[config.mk]
export PLATFORM = sky130hd
export DESIGN_NAME = alu_accumulator
export DESIGN_NICKNAME = d
export VERILOG_FILES = /design/src/rtl/alu_accumulator.sv
export SDC_FILE = /design/constraint.sdc
export NUM_CORES = 1
export LEC_CHECK = 0
export BUFFER_PORTS_ARGS = -buffer_cell sky130_fd_sc_hd__buf_2
export CORE_MARGIN = 10
export CORE_UTILIZATION = 36
export DETAILED_ROUTE_END_ITERATION = 16
export SYNTH_ARGS = -nofsm -noshare
export SYNTH_HDL_FRONTEND = slang
export SYNTH_SLANG_ARGS = --single-unit
[constraint.sdc]
create_clock -name clock -period 4.4 [get_ports clock]
set_input_delay 0.22 -clock clock [delete_from_list [all_inputs] [get_ports clock]]
set_output_delay 0.22 -clock clock [all_outputs]
set_load 0.005 [all_outputs]
[src/rtl/alu_accumulator.sv]
// alu_accumulator: WIDTH-bit ALU feeding a 2*WIDTH-bit accumulator.
// The operand B is always the low half of the accumulator. Single-cycle ops
// complete at the accepting edge. Op 111 runs a sequential shift-add multiply
// that takes WIDTH cycles and uses a start/busy/done handshake.
// Optional build macro ALU_ACCUMULATOR_SAT_EN: ops 000/001 saturate and op 010
// clamps to zero on borrow. The port list is the same in both builds.
module alu_accumulator #(
  parameter int WIDTH = 4
) (
  input  logic               clock,
  input  logic               reset_n,
  input  logic               start,
  input  logic               clear,
  input  logic [2:0]         op,
  input  logic [WIDTH-1:0]   a,
  output logic [2*WIDTH-1:0] acc,
  output logic               busy,
  output logic               done,
  output logic               carry,
  output logic               zero
);

  localparam int AW = 2 * WIDTH;
  localparam int CW = $clog2(WIDTH);
  localparam logic [WIDTH:0]   TWO_W_L  = (WIDTH + 1)'(AW);
  localparam logic [WIDTH-1:0] W_L      = WIDTH'(WIDTH);
  localparam logic [CW-1:0]    LAST_CNT = CW'(WIDTH - 1);
  localparam logic [2:0]       OP_MUL   = 3'b111;

  typedef enum logic [0:0] {
    ST_IDLE = 1'b0,
    ST_MUL  = 1'b1
  } state_t;

  state_t            state_r, state_nxt_s;
  logic [AW-1:0]     acc_r, acc_nxt_s;
  logic              busy_r, busy_nxt_s;
  logic              done_r, done_nxt_s;
  logic              carry_r, carry_nxt_s;
  logic [AW-1:0]     mcand_r, mcand_nxt_s;
  logic [WIDTH-1:0]  mplier_r, mplier_nxt_s;
  logic [AW-1:0]     prod_r, prod_nxt_s;
  logic [CW-1:0]     cnt_r, cnt_nxt_s;
  logic [AW-1:0]     prod_step_s;
  logic              last_step_s;
  logic [AW:0]       alu_res_s;

  // Single-cycle result. MSB of the return value is the carry flag, and the
  // low AW bits are the new accumulator value.
  function automatic logic [AW:0] alu_result(
    input logic [2:0]       op_v,
    input logic [WIDTH-1:0] a_v,
    input logic [WIDTH-1:0] b_v
  );
    logic [WIDTH:0] sum_v;
    logic [AW-1:0]  res_v;
    logic [AW-1:0]  b_ext_v;
    logic           cy_v;
    sum_v   = {(WIDTH + 1){1'b0}};
    res_v   = {AW{1'b0}};
    cy_v    = 1'b0;
    b_ext_v = {{WIDTH{1'b0}}, b_v};
    case (op_v)
      3'b000, 3'b001: begin
        if (op_v == 3'b000) begin
          sum_v = {1'b0, a_v} + {{WIDTH{1'b0}}, 1'b1};
        end else begin
          sum_v = {1'b0, a_v} + {1'b0, b_v};
        end
        cy_v = sum_v[WIDTH];
`ifdef ALU_ACCUMULATOR_SAT_EN
        if (cy_v) begin
          res_v = {{WIDTH{1'b0}}, {WIDTH{1'b1}}};
        end else begin
          res_v = {{(WIDTH - 1){1'b0}}, sum_v};
        end
`else
        res_v = {{(WIDTH - 1){1'b0}}, sum_v};
`endif
      end
      3'b010: begin
        // Borrow lands in bit WIDTH of the (WIDTH+1)-bit difference.
        sum_v = {1'b0, a_v} - {1'b0, b_v};
        cy_v  = sum_v[WIDTH];
`ifdef ALU_ACCUMULATOR_SAT_EN
        if (cy_v) begin
          res_v = {AW{1'b0}};
        end else begin
          res_v = {{(WIDTH - 1){1'b0}}, sum_v};
        end
`else
        res_v = {{(WIDTH - 1){1'b0}}, sum_v};
`endif
      end
      3'b011: res_v = {a_v | b_v, a_v ^ b_v};
      3'b100: res_v = {{(AW - 1){1'b0}}, |{a_v, b_v}};
      3'b101: begin
        if ({1'b0, a_v} >= TWO_W_L) begin
          res_v = {AW{1'b0}};
        end else begin
          res_v = b_ext_v << a_v;
        end
      end
      3'b110: begin
        if (a_v >= W_L) begin
          res_v = {AW{1'b0}};
        end else begin
          res_v = b_ext_v >> a_v;
        end
      end
      default: res_v = {AW{1'b0}};
    endcase
    return {cy_v, res_v};
  endfunction

  // Multiplier step: add the shifted multiplicand when the multiplier LSB is set.
  always_comb begin
    prod_step_s = prod_r + (mplier_r[0] ? mcand_r : {AW{1'b0}});
    last_step_s = (cnt_r == LAST_CNT);
    alu_res_s   = alu_result(op, a, acc_r[WIDTH-1:0]);
  end

  // Sequencer state register.
  always_ff @(posedge clock or negedge reset_n) begin
    if (!reset_n) begin
      state_r <= ST_IDLE;
    end else begin
      state_r <= state_nxt_s;
    end
  end

  // Next-state logic: clear wins, IDLE launches multiplies, MUL runs WIDTH steps.
  always_comb begin
    state_nxt_s = state_r;
    if (clear) begin
      state_nxt_s = ST_IDLE;
    end else begin
      case (state_r)
        ST_IDLE: begin
          if (start && (op == OP_MUL)) begin
            state_nxt_s = ST_MUL;
          end else begin
            state_nxt_s = ST_IDLE;
          end
        end
        ST_MUL: begin
          if (last_step_s) begin
            state_nxt_s = ST_IDLE;
          end else begin
            state_nxt_s = ST_MUL;
          end
        end
        default: state_nxt_s = ST_IDLE;
      endcase
    end
  end

  // Output and datapath next values; start is ignored while a multiply runs.
  always_comb begin
    acc_nxt_s    = acc_r;
    carry_nxt_s  = carry_r;
    done_nxt_s   = 1'b0;
    mcand_nxt_s  = mcand_r;
    mplier_nxt_s = mplier_r;
    prod_nxt_s   = prod_r;
    cnt_nxt_s    = cnt_r;
    busy_nxt_s   = (state_nxt_s == ST_MUL);
    if (clear) begin
      acc_nxt_s   = {AW{1'b0}};
      carry_nxt_s = 1'b0;
      prod_nxt_s  = {AW{1'b0}};
      cnt_nxt_s   = {CW{1'b0}};
    end else begin
      case (state_r)
        ST_IDLE: begin
          if (start && (op == OP_MUL)) begin
            mcand_nxt_s  = {{WIDTH{1'b0}}, a};
            mplier_nxt_s = acc_r[WIDTH-1:0];
            prod_nxt_s   = {AW{1'b0}};
            cnt_nxt_s    = {CW{1'b0}};
          end else if (start) begin
            acc_nxt_s   = alu_res_s[AW-1:0];
            carry_nxt_s = alu_res_s[AW];
            done_nxt_s  = 1'b1;
          end else begin
            acc_nxt_s = acc_r;
          end
        end
        ST_MUL: begin
          prod_nxt_s   = prod_step_s;
          mcand_nxt_s  = {mcand_r[AW-2:0], 1'b0};
          mplier_nxt_s = {1'b0, mplier_r[WIDTH-1:1]};
          cnt_nxt_s    = cnt_r + CW'(1);
          if (last_step_s) begin
            acc_nxt_s   = prod_step_s;
            carry_nxt_s = 1'b0;
            done_nxt_s  = 1'b1;
            cnt_nxt_s   = {CW{1'b0}};
          end else begin
            done_nxt_s = 1'b0;
          end
        end
        default: begin
          acc_nxt_s = acc_r;
        end
      endcase
    end
  end

  // Accumulator, flags and multiplier working registers.
  always_ff @(posedge clock or negedge reset_n) begin
    if (!reset_n) begin
      acc_r    <= {AW{1'b0}};
      busy_r   <= 1'b0;
      done_r   <= 1'b0;
      carry_r  <= 1'b0;
      mcand_r  <= {AW{1'b0}};
      mplier_r <= {WIDTH{1'b0}};
      prod_r   <= {AW{1'b0}};
      cnt_r    <= {CW{1'b0}};
    end else begin
      acc_r    <= acc_nxt_s;
      busy_r   <= busy_nxt_s;
      done_r   <= done_nxt_s;
      carry_r  <= carry_nxt_s;
      mcand_r  <= mcand_nxt_s;
      mplier_r <= mplier_nxt_s;
      prod_r   <= prod_nxt_s;
      cnt_r    <= cnt_nxt_s;
    end
  end

  assign acc   = acc_r;
  assign busy  = busy_r;
  assign done  = done_r;
  assign carry = carry_r;
  assign zero  = (acc_r == {AW{1'b0}});

endmodule

==> load_flow_metrics.sql <==
INSERT INTO impl_metrics (metric_group, metric, value, unit) VALUES
('route', 'detail_route.first_pass.iterations', '4', ''),
('place', 'place.detailed.hpwl', '4890', 'µm'),
('sta', 'setup_viol', '0', ''),
('sta', 'final_critical_path_setup_slack', '2.00', 'ns'),
('sta', 'max_clock_freq', '417', 'MHz'),
('floorplanning', 'die_area', '0.0109', 'mm²'),
('sta', 'timing.hold.ws', '-0.0158', 'ns'),
('worst_setup_path', 'worst-endpoint-required', '4.56', 'ns'),
('place', 'placed_area', '0.00273', 'mm²'),
('sta', 'final_hold_viol_count', '20', ''),
('floorplanning', 'fp.dieH', '105', 'µm'),
('global_routing', 'grt_pass1_wl', '10900', 'µm'),
('synth', 'syn-mean-instance-area', '9.29', 'µm²'),
('worst_setup_path', 'capturing_instance_or_port_of_the_critical_path', 'acc[4]', ''),
('clock_network', 'tritoncts', 'done', ''),
('finish', 'area_growth', '9.29', '%'),
('power', 'cellPowerDensity', '270', 'mW/mm²'),
('synth', 'syn_nets', '312', ''),
('synth', 'synth.largest_area_cell', 'sky130_fd_sc_hd__dfrtp_1', ''),
('synth', 'yosysSeqAreaShare', '0.321', ''),
('synth', 'synthCells', '277', ''),
('clock_network', 'clock_path_buffers', '2', ''),
('global_routing', 'grt_antenna_before_repair', '0', ''),
('clock_network', 'post-cts-setup-buffer-count', '0', ''),
('synth', 'yosys_most_used_dff', 'sky130_fd_sc_hd__dfrtp_1', ''),
('power', 'total_power', '760', 'µW'),
('worst_setup_path', 'cp-start-kind', 'flip-flop', ''),
('synth', 'postSynthRegisterBits', '33', ''),
('route', 'drt.antenna.violating_nets', '0', ''),
('clock_network', 'clock_tree.htree_level_count', '2', ''),
('worst_setup_path', 'cp.arrival', '2.56', 'ns'),
('synth', 'post_synth_main_area_contributors', 'sky130_fd_sc_hd__dfrtp_1, sky130_fd_sc_hd__ha_1, sky130_fd_sc_hd__a22o_1, sky130_fd_sc_hd__mux2i_1, sky130_fd_sc_hd__nand2_1', ''),
('sta', 'report.final.slew_viol_count', '0', ''),
('status', 'violations_in_the_final_reports', 'hold timing', ''),
('sta', 'slew_headroom', '0.444', ''),
('synth', 'synth.lib_cells_used.distinct', '58', ''),
('worst_setup_path', 'worstRegToRegCells', '9', ''),
('place', 'preCtsSetupSlack', '1.92', 'ns'),
('worst_setup_path', 'r2r_end', 'acc[4]', ''),
('worst_setup_path', 'cp_startpoint', 'acc[0]', ''),
('clock_network', 'cts_resized', '0', ''),
('worst_setup_path', 'critical_path_peak_fanout', '8', ''),
('route', 'detail_route.drc_violations', '0', ''),
('floorplanning', 'die_width', '105', 'µm'),
('place', 'numPortBuffers', '22', ''),
('finish', 'insertedDiodeCount', '0', ''),
('route', 'drt_iter0_drc', '189', ''),
('sta', 'rsz0062_at_grt', 'false', ''),
('sta', 'fin_skew', '0.00598', 'ns'),
('hold_path', 'min-delay-path-class', 'primary input to async pin', ''),
('synth', 'count_of_flip_flops_with_a_built_in_enable_after_synthesis', '0', ''),
('clock_network', 'clock-root-buffer', 'sky130_fd_sc_hd__clkbuf_8', ''),
('clock_network', 'insertion_delay', '0.29', 'ns'),
('synth', 'ys_top_cells_by_count', 'sky130_fd_sc_hd__dfrtp_1, sky130_fd_sc_hd__nand2_1, sky130_fd_sc_hd__ha_1', ''),
('floorplanning', 'placement_rows', '30', ''),
('power', 'worst_vdd_ir', '0.151', 'mV'),
('sta', 'final.setup.tns', '0', 'ns'),
('route', 'totalWireLength', '6650', 'µm'),
('clock_network', 'cts-buffers-inserted', '5', ''),
('status', 'outcome', 'finished, violations left', ''),
('synth', 'netlist_area', '0.00257', 'mm²'),
('synth', 'yosysMostFrequentCell', 'sky130_fd_sc_hd__dfrtp_1', ''),
('route', 'route.vias.total', '2254', ''),
('route', 'detail_route.wl_per_cell', '17.1', 'µm'),
('clock_network', 'cts_hold_repair.buffers', '0', ''),
('floorplanning', 'core_region_area', '0.00687', 'mm²'),
('clock_network', 'clk_pin_slew_worst_paths', '0.07', 'ns'),
('global_routing', 'largest_net_degree_at_the_start_of_global_routing', '34', ''),
('finish', 'final_nets', '328', ''),
('worst_setup_path', 'worst-r2r-setup-slack', '2.00', 'ns'),
('global_routing', 'number_of_global_route_vias_before_repair', '2168', '');
placed cells by master, fill, tap and decap left out, types with 8 or more instances in the layout:
cell,count
sky130_fd_sc_hd__o21ai_0,12
sky130_fd_sc_hd__a21oi_1,12
sky130_fd_sc_hd__mux2i_1,9
sky130_fd_sc_hd__a22o_1,13
sky130_fd_sc_hd__nand3_1,8
sky130_fd_sc_hd__nand2_1,24
sky130_fd_sc_hd__ha_1,21
sky130_fd_sc_hd__and2_1,10
sky130_fd_sc_hd__a21o_1,8
sky130_fd_sc_hd__buf_2,22
sky130_fd_sc_hd__nor2_1,18
sky130_fd_sc_hd__inv_1,8
sky130_fd_sc_hd__dfrtp_1,33
area by class of cell:
| class | instances | area, µm² |
|---|---|---|
| fill | 707 | 4060 |
| multi-input combinational | 219 | 1630 |
| sequential | 33 | 826 |
| tap | 96 | 120 |
| timing repair buffer | 22 | 110 |
| clock buffer | 6 | 72.6 |
| inverter | 12 | 45.0 |
| clock inverter | 2 | 10.0 |
routing by layer:
metal / GRT usage / vias to the layer above / routed length, µm
li1: - / 1066 / -
met1: 0.167 / 1077 / 3230
met2: 0.174 / 100 / 2890
met3: 0.0344 / 11 / 448
met4: 0.0338 / 0 / 86
met5: 0 / - / 0
where the power goes:
part           leakage [µW]  internal (µW)  total (µW)  switching (µW)
Clock             0.0000450            110         228             118
Combinational      0.000853           71.7         176             104
Sequential         0.000444            329         356            27.1
Total               0.00134            511         760             249
through the flow:
| stage | cells | util |
|---|---|---|
| after floorplan | 277 | - |
| after global placement | 382 | 0.397 |
| after detailed placement | 382 | 0.397 |
| after CTS | 390 | 0.409 |
| after global routing | 390 | 0.409 |
| final | 390 | 0.409 |
worst max-delay path: stages, from the launching register on:
cell                      delay, ns
sky130_fd_sc_hd__dfrtp_1       0.49
sky130_fd_sc_hd__or2_2         0.34
sky130_fd_sc_hd__ha_1          0.21
sky130_fd_sc_hd__fa_1          0.41
sky130_fd_sc_hd__a21o_1        0.17
sky130_fd_sc_hd__a21oi_1       0.15
sky130_fd_sc_hd__or2_2         0.12
sky130_fd_sc_hd__a21o_1        0.14
sky130_fd_sc_hd__o211a_1       0.16
sky130_fd_sc_hd__o22ai_1       0.07
logic make-up after synthesis:
group                      count (synthesis)  share of synthesized area
adders and majority gates                 24                      0.125
AOI/OAI and AO/OA                         88                      0.246
DFF                                       33                      0.321
muxes                                     13                     0.0569
and+or+nand+nor                           84                      0.171
xor gates and xnor gates                  10                     0.0340
buffers and inverters                     25                     0.0462
worst min path at each step:
stage / end / slack [ns] / cells past startpoint
4_1_cts: prod_r[3] / 0.02 / 1
5_1_grt: acc[5] / 0.05 / 1
6_report: mcand_r[7] / -0.02 / 1
3_5_place_dp: prod_r[7] / 0.33 / 1
3_3_place_gp: mcand_r[7] / 0.33 / 1
2_1_floorplan: acc[0] / -0.08 / 0
registers in the layout (all words and copies together) (netlist names):
signal	flops
prod_r	8
mplier_r	4
busy	1
carry	1
done	1
cnt_r	2
acc	8
mcand_r	8
No activity file was read; power rests on OpenSTA's default activity.
